`src/rtl/pipe_stage_skid.sv`:
```
// Generic pipeline stage register with valid/ready handshake, optional two-entry skid buffer,
// synchronous flush and a saturating stall-cycle counter.
`timescale 1ns/1ps
module pipe_stage_skid #(
  parameter int unsigned DATA_W     = 32,
  parameter int unsigned SKID       = 1,
  parameter int unsigned FLUSH_ZERO = 1,
  parameter int unsigned CNT_W      = 16
) (
  input  logic              clk,
  input  logic              rst,
  input  logic              flush_i,
  input  logic              in_valid_i,
  input  logic [DATA_W-1:0] in_data_i,
  output logic              in_ready_o,
  output logic              out_valid_o,
  output logic [DATA_W-1:0] out_data_o,
  input  logic              out_ready_i,
  output logic [1:0]        occupancy_o,
  output logic [CNT_W-1:0]  stall_cnt_o
);

  // Encoding chosen so bit 0 is the main valid and bit 1 is the skid valid.
  typedef enum logic [1:0] {
    StEmpty = 2'b00,
    StOne   = 2'b01,
    StFull  = 2'b11
  } state_e;

  state_e            state_q, state_d;
  logic [DATA_W-1:0] m_d_q, m_d_d;
  logic [DATA_W-1:0] s_d_q, s_d_d;
  logic [CNT_W-1:0]  cnt_q, cnt_d;

  logic m_v, s_v, accept, consume, stall;

  assign m_v = state_q[0];
  assign s_v = state_q[1];

  // With the skid buffer, in_ready depends only on the skid-valid flop.
  assign in_ready_o  = (SKID != 0) ? ~s_v : (~m_v | out_ready_i);
  assign out_valid_o = m_v;
  assign out_data_o  = m_d_q;
  assign occupancy_o = {s_v, m_v & ~s_v};
  assign stall_cnt_o = cnt_q;

  assign accept  = in_valid_i & in_ready_o & ~flush_i;
  assign consume = m_v & out_ready_i;
  assign stall   = m_v & ~out_ready_i & ~flush_i;

  always_comb begin
    state_d = state_q;
    m_d_d   = m_d_q;
    s_d_d   = s_d_q;
    cnt_d   = cnt_q;

    unique case (state_q)
      StEmpty: begin
        if (accept) begin
          state_d = StOne;
          m_d_d   = in_data_i;
        end
      end
      StOne: begin
        if (accept && consume) begin
          m_d_d = in_data_i;
        end else if (accept) begin
          // Only reachable with the skid buffer; without it accept implies consume.
          state_d = StFull;
          s_d_d   = in_data_i;
        end else if (consume) begin
          state_d = StEmpty;
        end
      end
      StFull: begin
        if (consume) begin
          state_d = StOne;
          m_d_d   = s_d_q;
        end
      end
      default: state_d = StEmpty;
    endcase

    if (flush_i) begin
      state_d = StEmpty;
      if (FLUSH_ZERO != 0) begin
        m_d_d = '0;
        s_d_d = '0;
      end
    end

    if (stall && (cnt_q != {CNT_W{1'b1}})) begin
      cnt_d = cnt_q + CNT_W'(1);
    end
  end

  always_ff @(posedge clk) begin
    if (rst) begin
      state_q <= StEmpty;
      cnt_q   <= '0;
      if (FLUSH_ZERO != 0) begin
        m_d_q <= '0;
        s_d_q <= '0;
      end
    end else begin
      state_q <= state_d;
      cnt_q   <= cnt_d;
      m_d_q   <= m_d_d;
      s_d_q   <= s_d_d;
    end
  end

endmodule

```
`config.mk`:
```
export PLATFORM = sky130hd
export DESIGN_NAME = pipe_stage_skid
export DESIGN_NICKNAME = d
export VERILOG_FILES = /design/src/rtl/pipe_stage_skid.sv
export SDC_FILE = /design/constraint.sdc
export NUM_CORES = 1
export LEC_CHECK = 0
export ABC_CLOCK_PERIOD_IN_PS = 5200
export BUFFER_PORTS_ARGS = -buffer_cell sky130_fd_sc_hd__buf_4
export CAP_MARGIN = 30
export CORE_ASPECT_RATIO = 1.4
export CORE_MARGIN = 2
export CORE_UTILIZATION = 50
export DETAILED_ROUTE_END_ITERATION = 6
export MAX_ROUTING_LAYER = met4
export PLACE_DENSITY = 0.74
export SYNTH_ARGS = -nofsm -noshare
export SYNTH_HDL_FRONTEND = slang
export SYNTH_SLANG_ARGS = --single-unit
export TNS_END_PERCENT = 10
```
`constraint.sdc`:
```
create_clock -name clk -period 5.2 [get_ports clk]
set_input_delay 1.04 -clock clk [delete_from_list [all_inputs] [get_ports clk]]
set_output_delay 1.04 -clock clk [all_outputs]
set_load 0.005 [all_outputs]
```
==> impl_metrics.env, run 1 <==
export IMPL_dieWidth_um=76.9
export IMPL_ys_warn_count=0
export IMPL_die_h_um=106
export IMPL_cts_tree="done"
export IMPL_wl_mm=8.45
export IMPL_grt_first_pass_wirelength_mm=14.1
export IMPL_stdcell_count=588
export IMPL_avgSynthCellArea_um2=9.10
export IMPL_status="completed"
export IMPL_antenna_cells=0
export IMPL_synth_seq_area_share_pct=44.1
export IMPL_postCtsSetupRepairBufs=0
export IMPL_finalSetupTns_ns=0
export IMPL_worstPathMaxFanout=58
export IMPL_routedWlPerCell_um=14.4
export IMPL_clk_latency_ns=0.35
export IMPL_dr_pass1_iters=5
export IMPL_synth_compound_area_share_pct=19.9
export IMPL_p_per_area_nw_per_um2=280
export IMPL_hold_viol=0
export IMPL_clkSlewWorstSetupHoldPaths_ns=0.08
export IMPL_grt_setup_unrepaired="no"
export IMPL_synth_edf_count=0
export IMPL_grt_max_degree=67
export IMPL_cts_resized=0
export IMPL_skew_ns=0.00503
export IMPL_drt_initial_drc_count=208
export IMPL_cts_hold_buf=0
export IMPL_slew_violations=0
export IMPL_via_per_inst=5.44
export IMPL_max_slew_worst_pin_slew_ns=1.00
export IMPL_ys_ff_latch=82
export IMPL_synth_area_mux_share_pct=10.3
export IMPL_synthArstFlopShare_pct=0
export IMPL_initial_core_util_pct=51.2
export IMPL_hp_class="flip-flop to flip-flop"
export IMPL_start_kind="flip-flop"
export IMPL_endpoint_kind="flip-flop"
export IMPL_htree_levels=3
export IMPL_maxSlewHeadroom_pct=32.4
export IMPL_core_um2=7270
export IMPL_synth_top_family_by_area="compound AO/OA/AOI/OAI gates"
export IMPL_areaGrowthSynthToFinish_pct=25.4
export IMPL_yosysUniqueCellTypes=41
export IMPL_cp_arrival_ns=3.08
export IMPL_port_buffers=88
export IMPL_synth_fa_ha_area_share_pct=1.68
export IMPL_antenna_found_initial=0
export IMPL_rows=37
export IMPL_syn_num_nets=451
export IMPL_dp_cells=573
export IMPL_synth_simple_area_share_pct=19.7
export IMPL_hpwlAfterDp_mm=5.89
export IMPL_dieArea_um2=8160
export IMPL_cts_made_buffers=9
export IMPL_leakage_uw=0.00165
export IMPL_synth_main_ff_cell="dfxtp_1"
export IMPL_grtUsageTotal_pct=22.0
export IMPL_max_vdd_ir_drop_uv=182
export IMPL_synthXorXnorAreaFrac_pct=0.235
export IMPL_route_detailed_drc=0
export IMPL_worstPathRequired_ns=5.47
export IMPL_fin_util_pct=64.2
export IMPL_maxCapViolCount=0
export IMPL_ios=89
export IMPL_finalWeightedCongestion=0.848
export IMPL_grt_ovfl_total=0
export IMPL_vias=3199
export IMPL_crit_type="flip-flop to flip-flop"
export IMPL_finalSetupViolCount=0
export IMPL_nets=529
export IMPL_drive_above_1_share_pct=30.5
export IMPL_grt_pass1_vias=3014
export IMPL_fin_crit_ns=2.81
export IMPL_clock_root_buffer="clkbuf_8"
export IMPL_cts_buffer_depth=2
export IMPL_synth_cells=409
export IMPL_p_total_uw=1310
export IMPL_max_freq_mhz=356
export IMPL_ant_nets=0
export IMPL_synth_area_um2=3720
export IMPL_worst_hold_slack_ns=0.456
export IMPL_final_period_utilization_pct=54.0
export IMPL_clock_sinks=82
## cell families (layout without fill, tap and decap cells)
kind of cell | after synthesis | after routing
and+or+nand+nor | 159 | 159
adders and majority gates | 5 | 5
xor gates and xnor gates | 1 | 1
buffers and inverters | 31 | 113
muxes | 38 | 38
AOI/OAI and AO/OA | 93 | 93
DFF | 82 | 82
## registers in the layout (all words and copies together), names as in the netlist
name,cells
stall_cnt_o,16
out_data_o,32
state_q,2
s_d_q,32
## Yosys cell counts, types with 2 or more instances
library cell | instances | area, um^2
dfxtp_1 | 82 | 1640
nand2_1 | 73 | 274
a21oi_1 | 42 | 210
nor2_1 | 41 | 154
mux2i_1 | 34 | 340
a211oi_2 | 28 | 350
clkbuf_1 | 16 | 60.1
o21ai_0 | 8 | 40.0
nand3_1 | 7 | 35.0
ha_1 | 5 | 62.6
nor2b_1 | 5 | 31.3
or3_1 | 5 | 31.3
a211oi_1 | 4 | 30.0
inv_1 | 4 | 15.0
mux2_2 | 4 | 45.0
nand4_1 | 4 | 25.0
o31ai_1 | 4 | 30.0
or4_1 | 4 | 30.0
buf_1 | 3 | 11.3
buf_4 | 3 | 22.5
buf_6 | 3 | 33.8
nor3_1 | 3 | 15.0
nor4_1 | 3 | 18.8
or2_2 | 3 | 18.8
and2_1 | 2 | 12.5
buf_2 | 2 | 10.0
nand2b_1 | 2 | 12.5
o2111a_1 | 2 | 22.5
## area by class of cell
type,count,area (um^2)
multi-input cells,296,1930
clock inverters,4,51.3
clock buffers,11,141
repair buffers,94,766
inverters,4,15.0
fillers,631,2600
well taps,97,121
flip-flops and latches,82,1640
## report_power, final
part / leakage (uW) / switching (uW) / internal [uW]
logic: 0.000895 / 105 / 84.4
clock network: 0.0000958 / 224 / 233
registers: 0.000664 / 13.9 / 647
total: 0.00165 / 342 / 965
## per-layer routing
metal / global-route usage (%) / vias up / wire [um]
met5: - / - / 0
met4: 7.66 / 0 / 110
met3: 4.67 / 9 / 412
met2: 37.4 / 75 / 4460
met1: 25.6 / 1519 / 3460
li1: - / 1596 / -
## through the flow
| stage | cell area [um^2] | setup WS (ns) |
|---|---|---|
| 2_1_floorplan | 3720 | 2.82 |
| 3_3_place_gp | 4390 | 2.16 |
| 5_1_grt | 4670 | 2.18 |
| 4_1_cts | 4670 | 2.37 |
| 3_5_place_dp | 4480 | 2.02 |
| 6_report | 4670 | 2.39 |
## cell usage in the layout (no fill, tap or decap), drive strengths merged, types with 5 or more instances in the layout
master / instances
dfxtp: 82
nand4: 5
or3: 5
nor2b: 5
mux2i: 34
nand2: 73
inv: 5
a21oi: 42
ha: 5
a211oi: 32
buf: 94
nand3: 7
o21ai: 8
nor2: 41
clkbuf: 11
## worst max-delay path: stages, from the launching register on
cell	delay, ns
dfxtp_1	0.42
ha_2	0.44
or2_2	0.40
a221oi_4	0.42
buf_4	0.66
nor2_1	0.13
a211oi_2	0.23
## final timing paths
| path | start | slack [ns] | depth (start not counted) | end |
|---|---|---|---|---|
| setup reg to reg | state_q[0] | 2.39 | 6 | out_data_o[13] |
| hold reg to reg | s_d_q[6] | 0.46 | 2 | s_d_q[6] |
| hold / removal | s_d_q[6] | 0.46 | 2 | s_d_q[6] |
| setup / recovery | state_q[0] | 2.39 | 6 | out_data_o[13] |
(Power assumes the default switching activity.)
==> run 2: changes to the inputs <==
- ABC_AREA: default -> 1
- ABC_CLOCK_PERIOD_IN_PS: 5200 -> 2860
- clock period: 5.2 -> 2.86 ns (I/O delays scaled with it)
==> impl_metrics.env, run 2 <==
export IMPL_synth_area_top_cells="dfxtp_1 (43%), nand2_1 (12%), nor2_1 (11%)"
export IMPL_synthXorXnorAreaFrac_pct=0.228
export IMPL_stdcell_count=715
export IMPL_grt_setup_unrepaired="no"
export IMPL_wl_mm=8.33
export IMPL_routedWlPerCell_um=11.6
export IMPL_hp_class="input pin to flip-flop"
export IMPL_route_detailed_drc=0
export IMPL_crit_type="flip-flop to flip-flop"
export IMPL_cts_made_buffers=9
export IMPL_ys_warn_count=0
export IMPL_finalSetupTns_ns=0
export IMPL_clock_root_buffer="clkbuf_8"
export IMPL_cts_tree="done"
export IMPL_synth_area_mux_share_pct=8.33
export IMPL_antenna_found_initial=0
export IMPL_synth_compound_area_share_pct=10.6
export IMPL_max_slew_worst_pin_slew_ns=0.591
export IMPL_synth_main_ff_cell="dfxtp_1"
export IMPL_core_um2=7410
export IMPL_rrSetupSlack_ns=0.86
export IMPL_slew_violations=0
export IMPL_yosysTopAreaCell="dfxtp_1"
export IMPL_max_vdd_ir_drop_uv=322
export IMPL_cp_arrival_ns=2.26
export IMPL_final_period_utilization_pct=70.1
export IMPL_port_buffers=88
export IMPL_grt_max_degree=67
export IMPL_grt_pass1_vias=3250
export IMPL_areaGrowthSynthToFinish_pct=23.2
export IMPL_syn_num_nets=577
export IMPL_dr_pass1_iters=4
export IMPL_maxCapViolCount=0
export IMPL_postCtsSetupRepairBufs=0
export IMPL_cts_buffer_depth=2
export IMPL_synth_edf_count=0
export IMPL_synthArstFlopShare_pct=0
export IMPL_worstPathRequired_ns=3.12
export IMPL_final_common_cell="nand2_1"
export IMPL_leakage_uw=0.00192
export IMPL_avgSynthCellArea_um2=7.19
export IMPL_fin_crit_ns=2.00
export IMPL_die_h_um=108
export IMPL_ant_nets=0
export IMPL_clk_latency_ns=0.35
export IMPL_rows=37
export IMPL_yosys_top_cells_count="nand2_1 (119), nor2_1 (110), dfxtp_1 (82)"
export IMPL_maxSlewHeadroom_pct=60.6
export IMPL_dieArea_um2=8420
export IMPL_vias=3524
export IMPL_synth_area_um2=3840
export IMPL_htree_levels=3
export IMPL_cts_resized=0
export IMPL_hold_viol=0
export IMPL_synth_fa_ha_area_share_pct=1.63
export IMPL_nets=655
export IMPL_finalSetupViolCount=0
export IMPL_max_freq_mhz=499
export IMPL_yosysMostFrequentCell="nand2_1"
export IMPL_antenna_cells=0
export IMPL_status="completed"
export IMPL_ys_ff_latch=82
export IMPL_clock_sinks=82
export IMPL_skew_ns=0.0117
export IMPL_worstPathMaxFanout=39
export IMPL_hpwlAfterDp_mm=5.83
export IMPL_nFillCells=701
export IMPL_initial_core_util_pct=51.9
export IMPL_clkSlewWorstSetupHoldPaths_ns=0.09
export IMPL_finalWeightedCongestion=0.929
export IMPL_grtUsageTotal_pct=21.0
export IMPL_drt_initial_drc_count=125
export IMPL_p_per_area_nw_per_um2=515
export IMPL_synth_seq_area_share_pct=42.7
export IMPL_synth_cells=535
export IMPL_drive_above_1_share_pct=19.7
export IMPL_dp_cells=699
export IMPL_cts_hold_buf=0
export IMPL_yosysUniqueCellTypes=26
export IMPL_via_per_inst=4.93
export IMPL_ios=89
export IMPL_dieWidth_um=78.1
export IMPL_synth_top_area_share_pct=42.7
export IMPL_synth_top_family_by_area="simple AND/OR/NAND/NOR gates"
export IMPL_grt_first_pass_wirelength_mm=13.9
export IMPL_grt_ovfl_total=0
export IMPL_endpoint_kind="flip-flop"
export IMPL_start_kind="flip-flop"
export IMPL_synth_simple_area_share_pct=27.4
export IMPL_final_cell_mix="nand2_1 (119), nor2_1 (109), buf_4 (91)"
==> run 2: cell count changes after synthesis, moves of 6 or more <==
cell	change
o21ai_1	+12
nor2_1	+69
inv_1	+46
clkbuf_1	-6
o21ai_0	+15
a211oi_2	-28
nand3_1	+10
nand2_1	+46
==> run 2: kinds of logic (layout without fill, tap and decap cells) <==
logic type               after synthesis  in the layout
flip-flops                            82             82
AO/OA/AOI/OAI                         80             80
buffers and inverters                 77            160
multiplexers                          32             32
XOR/XNOR                               1              1
AND/OR/NAND/NOR                      258            258
adder cells (fa/ha/maj)                5              5
==> run 2: critical path: stages (launching register included) <==
cell and delay, ns:
dfxtp_1 0.44, inv_1 0.11, ha_1 0.23, nand3b_2 0.26, nor2_8 0.43, buf_12 0.23
nand2_1 0.07, nand2_1 0.06, nor2_1 0.05
==> run 2: final timing paths <==
| check | startpoint | end | depth (start not counted) |
|---|---|---|---|
| max | state_q[0] | out_data_o[6] | 8 |
| min | rst | stall_cnt_o[10] | 2 |
| max reg2reg | state_q[0] | out_data_o[6] | 8 |
| min reg2reg | s_d_q[10] | s_d_q[10] | 2 |
==> run 2: final cells by class <==
type	instances	area [um^2]	area share (%)
clock buffer	11	151	3.20
clock inverter	5	61.3	1.29
inverter	52	195	4.12
multi-input combinational	376	1860	39.3
sequential	82	1640	34.7
tap	97	121	2.56
timing repair buffer	92	703	14.8
==> run 2: report_power, final <==
group	internal [uW]	switching, uW	total [uW]	leakage, uW
logic	157	188	345	0.00115
registers	1180	24.6	1200	0.000664
clock network	456	434	889	0.000103
==> run 2: metrics by stage <==
step / total power, uW / util (%) / setup WS (ns) / hold slack, ns / area [um^2]
4_1_cts: 2460 / 64.0 / 0.831 / 0.419 / 4740
3_5_place_dp: 1580 / 61.1 / 0.808 / 0.436 / 4520
5_1_grt: 2560 / 64.0 / 0.691 / 0.423 / 4740
2_1_floorplan: 1460 / - / 1.34 / 0.423 / 3840
6_report: 2440 / 64.0 / 0.856 / 0.436 / 4740
3_3_place_gp: 1570 / 61.1 / 0.866 / 0.431 / 4520
==> run 2: layer usage <==
| layer | track usage (%) | routed length (um) | part of all wire (%) |
|---|---|---|---|
| met1 | 23.1 | 3640 | 44 |
| met3 | 4.36 | 414 | 5.0 |
| met5 | - | 0 | 0 |
| met2 | 35.8 | 4110 | 49 |
| met4 | 11.0 | 170 | 2.0 |
